File: src/rtl/stage_router.sv
// stage_router: forwards the outputs of the stage selected by cur_stage to the
// matrix driver, buzzer and stage controller. Switches are synchronised and
// debounced into levels plus one-cycle rise pulses. Every stage change opens a
// blanking window that darkens LEDs and sound and suppresses switch pulses and
// stage requests, so a press cannot leak into the stage that follows it.
module stage_router #(
    parameter int NUM_STAGES   = 5,
    parameter int STAGE_W      = 3,
    parameter int NUM_SW       = 4,
    parameter int NOTE_W       = 4,
    parameter int DEBOUNCE_CYC = 16,
    parameter int BLANK_CYC    = 64
) (
    input  logic                           clk,
    input  logic                           reset,
    input  logic [NUM_SW-1:0]              sw_value,
    input  logic [STAGE_W-1:0]             cur_stage,
    input  logic [6*NUM_STAGES-1:0]        st_rgb,
    input  logic [NUM_STAGES-1:0]          st_sound_en,
    input  logic [NOTE_W*NUM_STAGES-1:0]   st_note_sel,
    input  logic [STAGE_W*NUM_STAGES-1:0]  st_next_flag,
    input  logic [2*NUM_STAGES-1:0]        st_stage_sel,
    output logic [NUM_SW-1:0]              sw_level,
    output logic [NUM_SW-1:0]              sw_raise,
    output logic [5:0]                     rgb_out,
    output logic                           sound_en,
    output logic [NOTE_W-1:0]              note_sel,
    output logic [STAGE_W-1:0]             next_stage_flag,
    output logic [1:0]                     stage_select,
    output logic                           blanking
);

    localparam int DB_W = (DEBOUNCE_CYC > 1) ? $clog2(DEBOUNCE_CYC) : 1;
    localparam int BL_W = (BLANK_CYC > 1) ? $clog2(BLANK_CYC) : 1;
    localparam logic [DB_W-1:0] DB_LAST = DB_W'(DEBOUNCE_CYC - 1);
    localparam logic [BL_W-1:0] BL_LOAD = BL_W'(BLANK_CYC - 1);

    // ST_BLANK is exactly the blanking output, so the state is visible at the port.
    typedef enum logic {ST_RUN = 1'b0, ST_BLANK = 1'b1} state_t;

    logic [NUM_SW-1:0]            sync1_q, sync1_d;
    logic [NUM_SW-1:0]            sync2_q, sync2_d;
    logic [NUM_SW-1:0]            level_q, level_d;
    logic [NUM_SW-1:0]            raise_q, raise_d;
    logic [NUM_SW-1:0][DB_W-1:0]  db_cnt_q, db_cnt_d;
    state_t                       state_q, state_d;
    logic [STAGE_W-1:0]           sel_q, sel_d;
    logic [BL_W-1:0]              blank_cnt_q, blank_cnt_d;
    logic [5:0]                   rgb_q, rgb_d;
    logic                         sound_q, sound_d;
    logic [NOTE_W-1:0]            note_q, note_d;
    logic [STAGE_W-1:0]           next_q, next_d;
    logic [1:0]                   ssel_q, ssel_d;
    logic                         blank_q, blank_d;
    logic [STAGE_W-1:0]           eff_stage;
    logic [5:0]                   rgb_sel;
    logic                         sound_sel;
    logic [NOTE_W-1:0]            note_sel_m;
    logic [STAGE_W-1:0]           next_sel;
    logic [1:0]                   ssel_sel;

    // Two-flop synchroniser followed by a per-switch stability counter.
    always_comb begin
        sync1_d  = sw_value;
        sync2_d  = sync1_q;
        level_d  = level_q;
        db_cnt_d = db_cnt_q;
        for (int i = 0; i < NUM_SW; i++) begin
            if (sync2_q[i] != level_q[i]) begin
                if (db_cnt_q[i] == DB_LAST) begin
                    level_d[i]  = sync2_q[i];
                    db_cnt_d[i] = '0;
                end else begin
                    db_cnt_d[i] = db_cnt_q[i] + 1'b1;
                end
            end else begin
                db_cnt_d[i] = '0;
            end
        end
    end

    // Stage tracker: any change of the effective stage (re)starts the blanking window.
    always_comb begin
        eff_stage   = (32'(cur_stage) < NUM_STAGES) ? cur_stage : '0;
        state_d     = state_q;
        sel_d       = sel_q;
        blank_cnt_d = blank_cnt_q;
        if (eff_stage != sel_q) begin
            sel_d       = eff_stage;
            blank_cnt_d = BL_LOAD;
            state_d     = ST_BLANK;
        end else if (state_q == ST_BLANK) begin
            if (blank_cnt_q == '0) begin
                state_d = ST_RUN;
            end else begin
                blank_cnt_d = blank_cnt_q - 1'b1;
            end
        end
    end

    // Output mux from the next selection; masking uses the next state so a stage
    // change and a completing rise on the same edge already see blanking.
    always_comb begin
        rgb_sel    = '0;
        sound_sel  = 1'b0;
        note_sel_m = '0;
        next_sel   = '0;
        ssel_sel   = '0;
        for (int k = 0; k < NUM_STAGES; k++) begin
            if (sel_d == STAGE_W'(k)) begin
                rgb_sel    = st_rgb[6*k +: 6];
                sound_sel  = st_sound_en[k];
                note_sel_m = st_note_sel[NOTE_W*k +: NOTE_W];
                next_sel   = st_next_flag[STAGE_W*k +: STAGE_W];
                ssel_sel   = st_stage_sel[2*k +: 2];
            end
        end
        blank_d = (state_d == ST_BLANK);
        rgb_d   = blank_d ? '0 : rgb_sel;
        sound_d = blank_d ? 1'b0 : sound_sel;
        next_d  = blank_d ? '0 : next_sel;
        note_d  = note_sel_m;
        ssel_d  = ssel_sel;
        raise_d = level_d & ~level_q & {NUM_SW{~blank_d}};
    end

    // All state and registered outputs; reset overrides any pending stage change.
    always_ff @(posedge clk) begin
        if (reset) begin
            sync1_q     <= '0;
            sync2_q     <= '0;
            level_q     <= '0;
            raise_q     <= '0;
            db_cnt_q    <= '0;
            state_q     <= ST_RUN;
            sel_q       <= '0;
            blank_cnt_q <= '0;
            rgb_q       <= '0;
            sound_q     <= 1'b0;
            note_q      <= '0;
            next_q      <= '0;
            ssel_q      <= '0;
            blank_q     <= 1'b0;
        end else begin
            sync1_q     <= sync1_d;
            sync2_q     <= sync2_d;
            level_q     <= level_d;
            raise_q     <= raise_d;
            db_cnt_q    <= db_cnt_d;
            state_q     <= state_d;
            sel_q       <= sel_d;
            blank_cnt_q <= blank_cnt_d;
            rgb_q       <= rgb_d;
            sound_q     <= sound_d;
            note_q      <= note_d;
            next_q      <= next_d;
            ssel_q      <= ssel_d;
            blank_q     <= blank_d;
        end
    end

    assign sw_level        = level_q;
    assign sw_raise        = raise_q;
    assign rgb_out         = rgb_q;
    assign sound_en        = sound_q;
    assign note_sel        = note_q;
    assign next_stage_flag = next_q;
    assign stage_select    = ssel_q;
    assign blanking        = blank_q;

endmodule

File: config.mk
export PLATFORM = sky130hd
export DESIGN_NAME = stage_router
export DESIGN_NICKNAME = d
export VERILOG_FILES = /design/src/rtl/stage_router.sv
export SDC_FILE = /design/constraint.sdc
export NUM_CORES = 1
export LEC_CHECK = 0
export CELL_PAD_IN_SITES_DETAIL_PLACEMENT = 1
export CELL_PAD_IN_SITES_GLOBAL_PLACEMENT = 2
export CORE_ASPECT_RATIO = 0.9
export CORE_UTILIZATION = 27
export DETAILED_ROUTE_END_ITERATION = 7
export HOLD_SLACK_MARGIN = 0.02
export PLACE_DENSITY_LB_ADDON = 0.1
export SLEW_MARGIN = 30
export SYNTH_ARGS = -nofsm -noshare
export SYNTH_HDL_FRONTEND = slang
export SYNTH_SLANG_ARGS = --single-unit
File: constraint.sdc
create_clock -name clk -period 4.5 [get_ports clk]
set_clock_uncertainty 0.2 [all_clocks]
set_input_delay 0.9 -clock clk [delete_from_list [all_inputs] [get_ports clk]]
set_output_delay 0.9 -clock clk [all_outputs]
set_load 0.1 [all_outputs]
==> Word level (Yosys, flattened, before mapping) <==
Cells that the tools add are included.
{ "totals": {"input_bits": 89, "out_inout_bits": 25, "elab_cells": 94, "regBits": 58} }
{ "op_classes": {"bitwise_logic": 8, "magnitude_cmp": 1, "reduce_logical": 9, "n_eq_ne": 14, "n_mux": 41, "n_addsub": 5} }
{ "ops": {"columns": ["operator", "n"], "rows": [
  ["$mux W6", 8],
  ["$mux W3", 7],
  ["$mux W4", 5],
  ["$add A4 B1 Y4 const B", 4],
  ["$eq A4 B4 Y1 const B", 4],
  ["$mux W1", 16],
  ["$reduce_or A3 Y1", 4],
  ["$mux W2", 5],
  ["$and A4 B4 Y4", 2],
  ["$eq A3 B2 Y1 const B", 2],
  ["$logic_not A6 Y1", 1],
  ["$sub A6 B1 Y6 const B", 1],
  ["$not A1 Y1", 5],
  ["$ne A1 B1 Y1", 4],
  ["$not A4 Y4", 1],
  ["$eq A3 B1 Y1 const B", 1],
  ["$eq A3 B3 Y1 const B", 1],
  ["$logic_not A3 Y1", 1],
  ["$lt A3 B3 Y1 const B", 1],
  ["$ne A3 B3 Y1", 1],
  ["$ne A2 B2 Y1 const B", 1],
  ["$reduce_and A2 Y1", 1],
  ["$reduce_bool A2 Y1", 1],
  ["$reduce_or A2 Y1", 1]
]} }

==> Depth between registers and ports, before layout <==
Gate-level depths: netlist of the first run.
{ "logic_depth": {"ltp_word": 10, "mapped_depth": 7, "depth_no_buf": 6} }

==> Worst setup path after synthesis of the first run <==
No wires, ideal clock.
{ "synth_timing": {"path_type": "input-to-reg", "start": "input cur_stage[2]", "end": "register next_q[2], in the netlist next_stage_flag[2]", "path_buffers": 2, "path_stages": 6, "setup_ps": 88, "t_arrival_ps": 2152, "path_slack_ps": 2060, "t_required_ps": 4212, "path_cell_list": "buf_4 or3b_4 o31ai_4 o211ai_2 buf_6 nor4_2"} }
{ "synth_via": {"elab_chain_len": 10, "elab_cells_between_ends": 16, "cone_classes": "order compare: 1; eq/ne: 5; mux: 8; reduce/logical: 2"} }
{ "synth_lines": {"columns": ["element", "line", "text"], "rows": [
  ["start, declared", "17", "input logic [STAGE_W-1:0] cur_stage,"],
  ["$lt A3 B3 Y1", "84", "eff_stage = (32'(cur_stage) < NUM_STAGES) ? cur_stage : '0;"],
  ["$mux W3 *", "84", null],
  ["$ne A3 B3 Y1", "88", "if (eff_stage != sel_q) begin"],
  ["$mux W3", "88", null],
  ["$logic_not A3 Y1", "110", "if (sel_d == STAGE_W'(k)) begin"],
  ["$mux W3 (5 in a row)", "110", null],
  ["end signal, assigned", "156", "next_q <= next_d;"],
  ["end, declared", "52", "logic [STAGE_W-1:0] next_q, next_d;"]
]} }
Every way passes the cells marked *; elsewhere a longest branch is shown, timed or not.
A chain may end at the register's enable or synchronous reset.

==> Worst setup path in the final report of the first run <==
{ "layout_timing": {"start": "register level_q[3], in the netlist sw_level[3]", "end": "output sw_level[3]"} }
{ "layout_lines": {"columns": ["element", "line", "text"], "rows": [
  ["start, declared", "43", "logic [NUM_SW-1:0] level_q, level_d;"],
  ["start signal, assigned", "147", "level_q <= level_d;"],
  ["end, declared", "23", "output logic [NUM_SW-1:0] sw_level,"]
]} }
No word-level cell between the ends.

==> results of run 1 <==
==> flip-flops by register name, summed over array words and instances, names as in the netlist <==
register and count:
blank_cnt_q 6, blanking 1, db_cnt_q 16, next_stage_flag 3
note_sel 4, rgb_out 6, sel_q 3, sound_en 1
stage_select 2, sw_level 4, sw_raise 4, sync1_q 4
sync2_q 4
==> cells by family after synthesis <==
group / after synthesis
xor gates and xnor gates: 16
DFF: 58
AOI/OAI and AO/OA: 72
and+or+nand+nor: 130
buffers and inverters: 32
muxes: 17
adders and majority gates: 6
==> per-stage QoR <==
stage | worst slack (ns) | std cells
finish | 1.48 | 567
global route | 1.30 | 567
CTS | 1.47 | 567
detailed placement | 1.19 | 551
global placement | 1.21 | 551
floorplan | 2.06 | 331
==> synth_stat cells, types with 3 or more instances <==
cell type / number / area share, %
dfxtp_1: 58 / 40
nor2_1: 40 / 5.1
a21oi_1: 25 / 4.3
nor3_1: 19 / 3.2
clkbuf_1: 16 / 2.0
nor2b_1: 16 / 3.4
mux2i_1: 15 / 5.1
nand3_1: 15 / 2.6
nand2_1: 12 / 1.5
o21a_1: 11 / 2.8
nor4_2: 10 / 4.3
o21ai_0: 10 / 1.7
o221a_2: 10 / 3.8
xnor2_1: 9 / 2.7
inv_1: 7 / 0.90
xor2_1: 7 / 2.1
ha_1: 6 / 2.6
a22o_1: 5 / 1.5
a22oi_1: 5 / 1.3
buf_2: 5 / 0.85
nor4_1: 5 / 1.1
and3_1: 3 / 0.64
or3_1: 3 / 0.64
==> area by class of cell <==
type | count | area [um2] | share of cell area [%]
Clock buffer | 14 | 254 | 5.79
Timing Repair Buffer | 116 | 1140 | 26.0
Clock inverter | 2 | 12.5 | 0.285
Multi-Input combinational cell | 241 | 1630 | 37.2
Sequential cell | 58 | 1160 | 26.5
Tap cell | 129 | 161 | 3.68
Inverter | 7 | 26.3 | 0.599
==> power by group through the flow <==
stage / Clock [W] / Combinational (W) / Sequential [W]
floorplan: 0 / 0.000125 / 0.000630
global placement: 0 / 0.000321 / 0.000559
detailed placement: 0 / 0.000324 / 0.000559
CTS: 0.000620 / 0.000325 / 0.000549
global route: 0.000646 / 0.000347 / 0.000551
finish: 0.000602 / 0.000322 / 0.000549
==> worst register-to-register path, delay by kind of cell (launching register included) <==
family / cells / cell delay [ns]
compound gates: 2 / 0.66
flops: 1 / 0.30
buf+inv: 1 / 0.12
fa+ha+maj: 1 / 0.20
simple gates: 2 / 0.73
==> per-layer routing <==
layer	vias up	part of all wire (%)	global-route usage (%)
li1	1389	-	-
met1	1221	51	20.1
met2	69	43	23.1
met3	10	5.0	3.61
met4	0	1.2	5.30
met5	-	0	0
==> path summary, 6_finish.rpt <==
| path | start | end | slack (ns) | cells past startpoint |
|---|---|---|---|---|
| worst max-delay path | sw_level[3] | sw_level[3] | 1.48 | 1 |
| worst min-delay path | sync1_q[3] | sync2_q[3] | 0.24 | 1 |
| worst max register to register | blank_cnt_q[0] | next_stage_flag[0] | 2.19 | 6 |
| worst min register to register | sync1_q[3] | sync2_q[3] | 0.24 | 1 |
==> flow_summary.ini, run 1 <==
[logic_synthesis]
syn_inst = 331
synthAdderAreaFrac_pct = 2.56
synthesis.nets = 426
syn_area_um2 = 2930
ys_seq_area_share_pct = 39.6
ys_async_sr_fraction_pct = 0
synth_edf_count = 0
synthSimpleGateAreaFrac_pct = 24.6
synthMuxAreaShare_pct = 5.88
yosysWarnings = 0
synth-compound-area-share_pct = 17.7
synthXorXnorAreaFrac_pct = 4.78
ys_ff_latch = 58
ys_types = 39
syn_area_per_cell_um2 = 8.86
synth_ff_type = dfxtp_1
synth_top_family_by_area = simple AND/OR/NAND/NOR gates

[cells_and_area]
design_area_um2 = 4390
mostFrequentLayoutCell = clkdlybuf4s50_1
area_growth_pct = 49.6
antennaDiodeCount = 0
drive_gt1_share_pct = 10.3
num-fill-cells = 1215
postLayoutCoreUtil_pct = 42.1
mostFrequentLayoutCells = 110 x clkdlybuf4s50_1, 58 x dfxtp_1, 40 x nor2_1
nets = 528

[floorplanning]
die_width_um = 112
row_count = 35
start_util_pct = 28.2
die_area_um2 = 11300
core_area_um2 = 10400
die_h_um = 101
io_pins = 114

[power_and_ir_drop]
total_power_w = 0.00147
power_frac_seq_pct = 37.2
p_int_w = 0.00107
swShare_pct = 27.6
leakage_nw = 1.61
p_per_area_nw_per_um2 = 336
p_switching_w = 0.000406
clockPowerShare_pct = 40.9
p_comb_share_pct = 21.9
ir_drop_v = 0.000147

[global_routing]
antenna_found_initial = 0
grt_pass1_wl_mm = 13.2
grt_pass1_vias = 2777
grt.overflow.total = 0
grt_util_all_layers_pct = 14.9
grt_max_degree = 54

[clock_network]
h-tree-depth = 3
clockBufferDepth = 2
clock_latency_ns = 0.32
cts_tree = yes
numCtsBuffers = 9
ctsResizeCount = 0
cts_setup_buffers = 0
clock-root-buffer = clkbuf_16
numClockSinks = 58
cts_hold_buf = 0
path_clk_slew_ns = 0.05

[timing]
min_period_ns = 3.02
rsz0062_at_grt = no
slew_violations = 0
fin_crit_sh_pct = 67.1
finalSetupTns_ns = 0
setup_viol = 0
tightest_slew_ns = 1.03
whs_ns = 0.242
report.final.hold_viol_count = 0
max_freq_mhz = 331
max-slew-margin-rel_pct = 31.4

[routing]
drc = 5
routedWlPerCell_um = 14.4
via_count = 2689
drt-initial-drc-count = 69
drt_wl_total_mm = 8.15
first_pass_iters = 6
detail-route-antenna-nets = 0
vias_per_cell = 4.74

[min_path]
hold_class = reg2reg

[critical_path]
path_cells = clkdlybuf4s50_1
cp-end-kind = primary output
path_max_fanout = 4
crit_type = reg2out
crit_family = buffers and inverters
slowest_delay_ns = 1.18
cp.required_ns = 3.40
cp_slowest_cell = clkdlybuf4s50_1
arrival_ns = 1.92
start_kind = flip-flop
critPathBufInv = 1

[placed_design]
place_area_um2 = 4120
port_buffers = 113
dpl.hpwl_mm = 6.01
place_congestion = 0.699

[status]
outcome = finished, violations left
violations = design-rule violations

[job]
drv_cap = 0
No activity file was read; power rests on OpenSTA's default activity.
==> run 2, diff against run 1 <==
--- a/config.mk
+++ b/config.mk
@@ -8,7 +8,7 @@
 export CELL_PAD_IN_SITES_DETAIL_PLACEMENT = 1
 export CELL_PAD_IN_SITES_GLOBAL_PLACEMENT = 2
 export CORE_ASPECT_RATIO = 0.9
-export CORE_UTILIZATION = 27
+export CORE_UTILIZATION = 25
 export DETAILED_ROUTE_END_ITERATION = 7
 export HOLD_SLACK_MARGIN = 0.02
 export PLACE_DENSITY_LB_ADDON = 0.1
==> constraint.sdc (replaced) <==
create_clock -name clk -period 2.9 [get_ports clk]
set_clock_uncertainty 0.2 [all_clocks]
set_input_delay 0.58 -clock clk [delete_from_list [all_inputs] [get_ports clk]]
set_output_delay 0.58 -clock clk [all_outputs]
set_load 0.1 [all_outputs]
==> run 2 against run 1 <==
  * The flow now finishes without violations
  * Global-route usage fell by 0.085 points
  * Clock power up 86%
  * Die area grew 7.8%
  * Worst setup slack lost 0.94 ns
  * Critical path type is now in2reg
  * Combinational power up 56%
  * Routed wire length is 4.9% higher
==> flow_summary.ini, run 2 (synthesized netlist as in run 1, its figures left out) <==
[clock_network]
clock-root-buffer = clkbuf_16
clockBufferDepth = 2
clock_latency_ns = 0.32
h-tree-depth = 3
cts_tree = yes
ctsResizeCount = 0
numCtsBuffers = 9
numClockSinks = 58
path_clk_slew_ns = 0.05
cts_setup_buffers = 0
cts_hold_buf = 0

[timing]
slew_violations = 0
max_freq_mhz = 424
finalSetupTns_ns = 0
max-slew-margin-rel_pct = 61.0
setup_viol = 0
tightest_slew_ns = 0.583
worst_slack_ns = 0.539
min_period_ns = 2.36
fin_crit_sh_pct = 81.4
rsz0062_at_grt = no
report.final.hold_viol_count = 0

[cells_and_area]
largest_register_ff_count = 16
mostFrequentLayoutCells = 85 x clkdlybuf4s50_1, 58 x dfxtp_1, 40 x nor2_1
design_area_um2 = 4460
nets = 535
mostFrequentLayoutCell = clkdlybuf4s50_1
finalNonFillerCells = 601
drive_gt1_share_pct = 18.0
antennaDiodeCount = 0
regMostFlops = db_cnt_q
area_growth_pct = 52.1

[routing]
drt-initial-drc-count = 82
first_pass_iters = 4
routedWlPerCell_um = 14.2
via_count = 2764
detail-route-antenna-nets = 0
drt_wl_total_mm = 8.55
drc = 0
vias_per_cell = 4.60

[global_routing]
antenna_found_initial = 0
grt.overflow.total = 0
grt_pass1_vias = 2728
grt_max_degree = 30
grt_util_all_layers_pct = 14.8
grt_pass1_wl_mm = 13.9

[critical_path]
cp_slowest_cell = clkdlybuf4s50_1
worst-r2r-cell-count = 7
arrival_ns = 2.38
slowest_delay_ns = 0.57
crit_family = buffers and inverters
cp.required_ns = 2.92
cp-end-kind = flip-flop
rrSetupSlack_ns = 0.77
start_kind = primary input
critPathBufInv = 2
path_max_fanout = 14
worstReg2RegEnd = next_stage_flag[1]
timing.rr.start = blank_cnt_q[0]
path_cells = clkdlybuf4s50_1 -> xor2_1 -> o32ai_1 -> o211ai_2 -> buf_4 -> nor4_1
crit_type = in2reg

[floorplanning]
core_area_um2 = 11400
die_area_um2 = 12200
io_pins = 114
row_count = 37
die_width_um = 116
start_util_pct = 25.7
die_h_um = 105

[placed_design]
port_buffers = 113
pre_cts_ws_ns = 0.184
place_area_um2 = 4140
dpl.hpwl_mm = 6.58
place_congestion = 0.705
dp_cells = 585

[power_and_ir_drop]
power_frac_seq_pct = 34.4
swShare_pct = 26.1
p_int_w = 0.00183
p_switching_w = 0.000646
p_per_area_nw_per_um2 = 554
clockPowerShare_pct = 45.3
ir_drop_v = 0.000331
leakage_nw = 1.72
p_comb_share_pct = 20.3

[min_path]
hold_class = reg2reg
hold_path_end = sync2_q[2]
hold_start = sync1_q[2]
hold_path_depth = 1

[job]
drv_cap = 0

[status]
outcome = completed
==> run 2: power by group through the flow <==
stage               registers (W)  logic, W  clock network [W]
floorplan                0.000978  0.000195                  0
global placement         0.000867  0.000503                  0
detailed placement       0.000867  0.000507                  0
CTS                      0.000851  0.000509            0.00115
global route             0.000855  0.000543            0.00119
finish                   0.000851  0.000503            0.00112
==> run 2: worst reg2reg max path, delay by kind of cell (launching register included) <==
| family | cells | cell delay (ns) |
|---|---|---|
| AO/OA/AOI/OAI | 2 | 0.36 |
| adder cells (fa/ha/maj) | 1 | 0.19 |
| buffers and inverters | 2 | 0.33 |
| flip-flops | 1 | 0.31 |
| AND/OR/NAND/NOR | 2 | 0.64 |
==> run 2: metrics by stage <==
| step | power (W) | hold slack, ns | utilization, % |
|---|---|---|---|
| 5_1_grt | 0.00259 | 0.264 | 39.0 |
| 3_5_place_dp | 0.00137 | 0.240 | 36.2 |
| 3_3_place_gp | 0.00137 | 0.232 | 36.2 |
| 4_1_cts | 0.00251 | 0.251 | 39.0 |
| 6_report | 0.00247 | 0.244 | 39.0 |
| 2_1_floorplan | 0.00117 | 0.214 | - |
==> run 2: area by class of cell <==
class,instances,area [um2]
clock buffer,11,243
clock inverter,5,77.6
fill,1334,6970
inverter,7,26.3
multi-input combinational,241,1630
sequential,58,1160
tap,156,195
timing repair buffer,123,1130
==> run 2: how the worst max path moves through the flow <==
stage,start,to,slack [ns],cells after the start
finish,cur_stage[1],next_stage_flag[1],0.54,6
global route,cur_stage[1],rgb_out[1],0.33,6
detailed placement,cur_stage[1],next_stage_flag[1],0.18,6
CTS,cur_stage[1],next_stage_flag[1],0.51,6
floorplan,blanking,blank_cnt_q[5],0.63,4
global placement,cur_stage[1],next_stage_flag[1],0.27,6
==> run 2: per-layer routing <==
metal	share of wire, %	GRT usage, %	up-vias	routed length, um
li1	-	-	1403	-
met1	49	20.1	1275	4150
met2	44	22.1	75	3800
met3	5.1	3.13	11	434
met4	2.0	6.87	0	167
met5	0	0	-	0
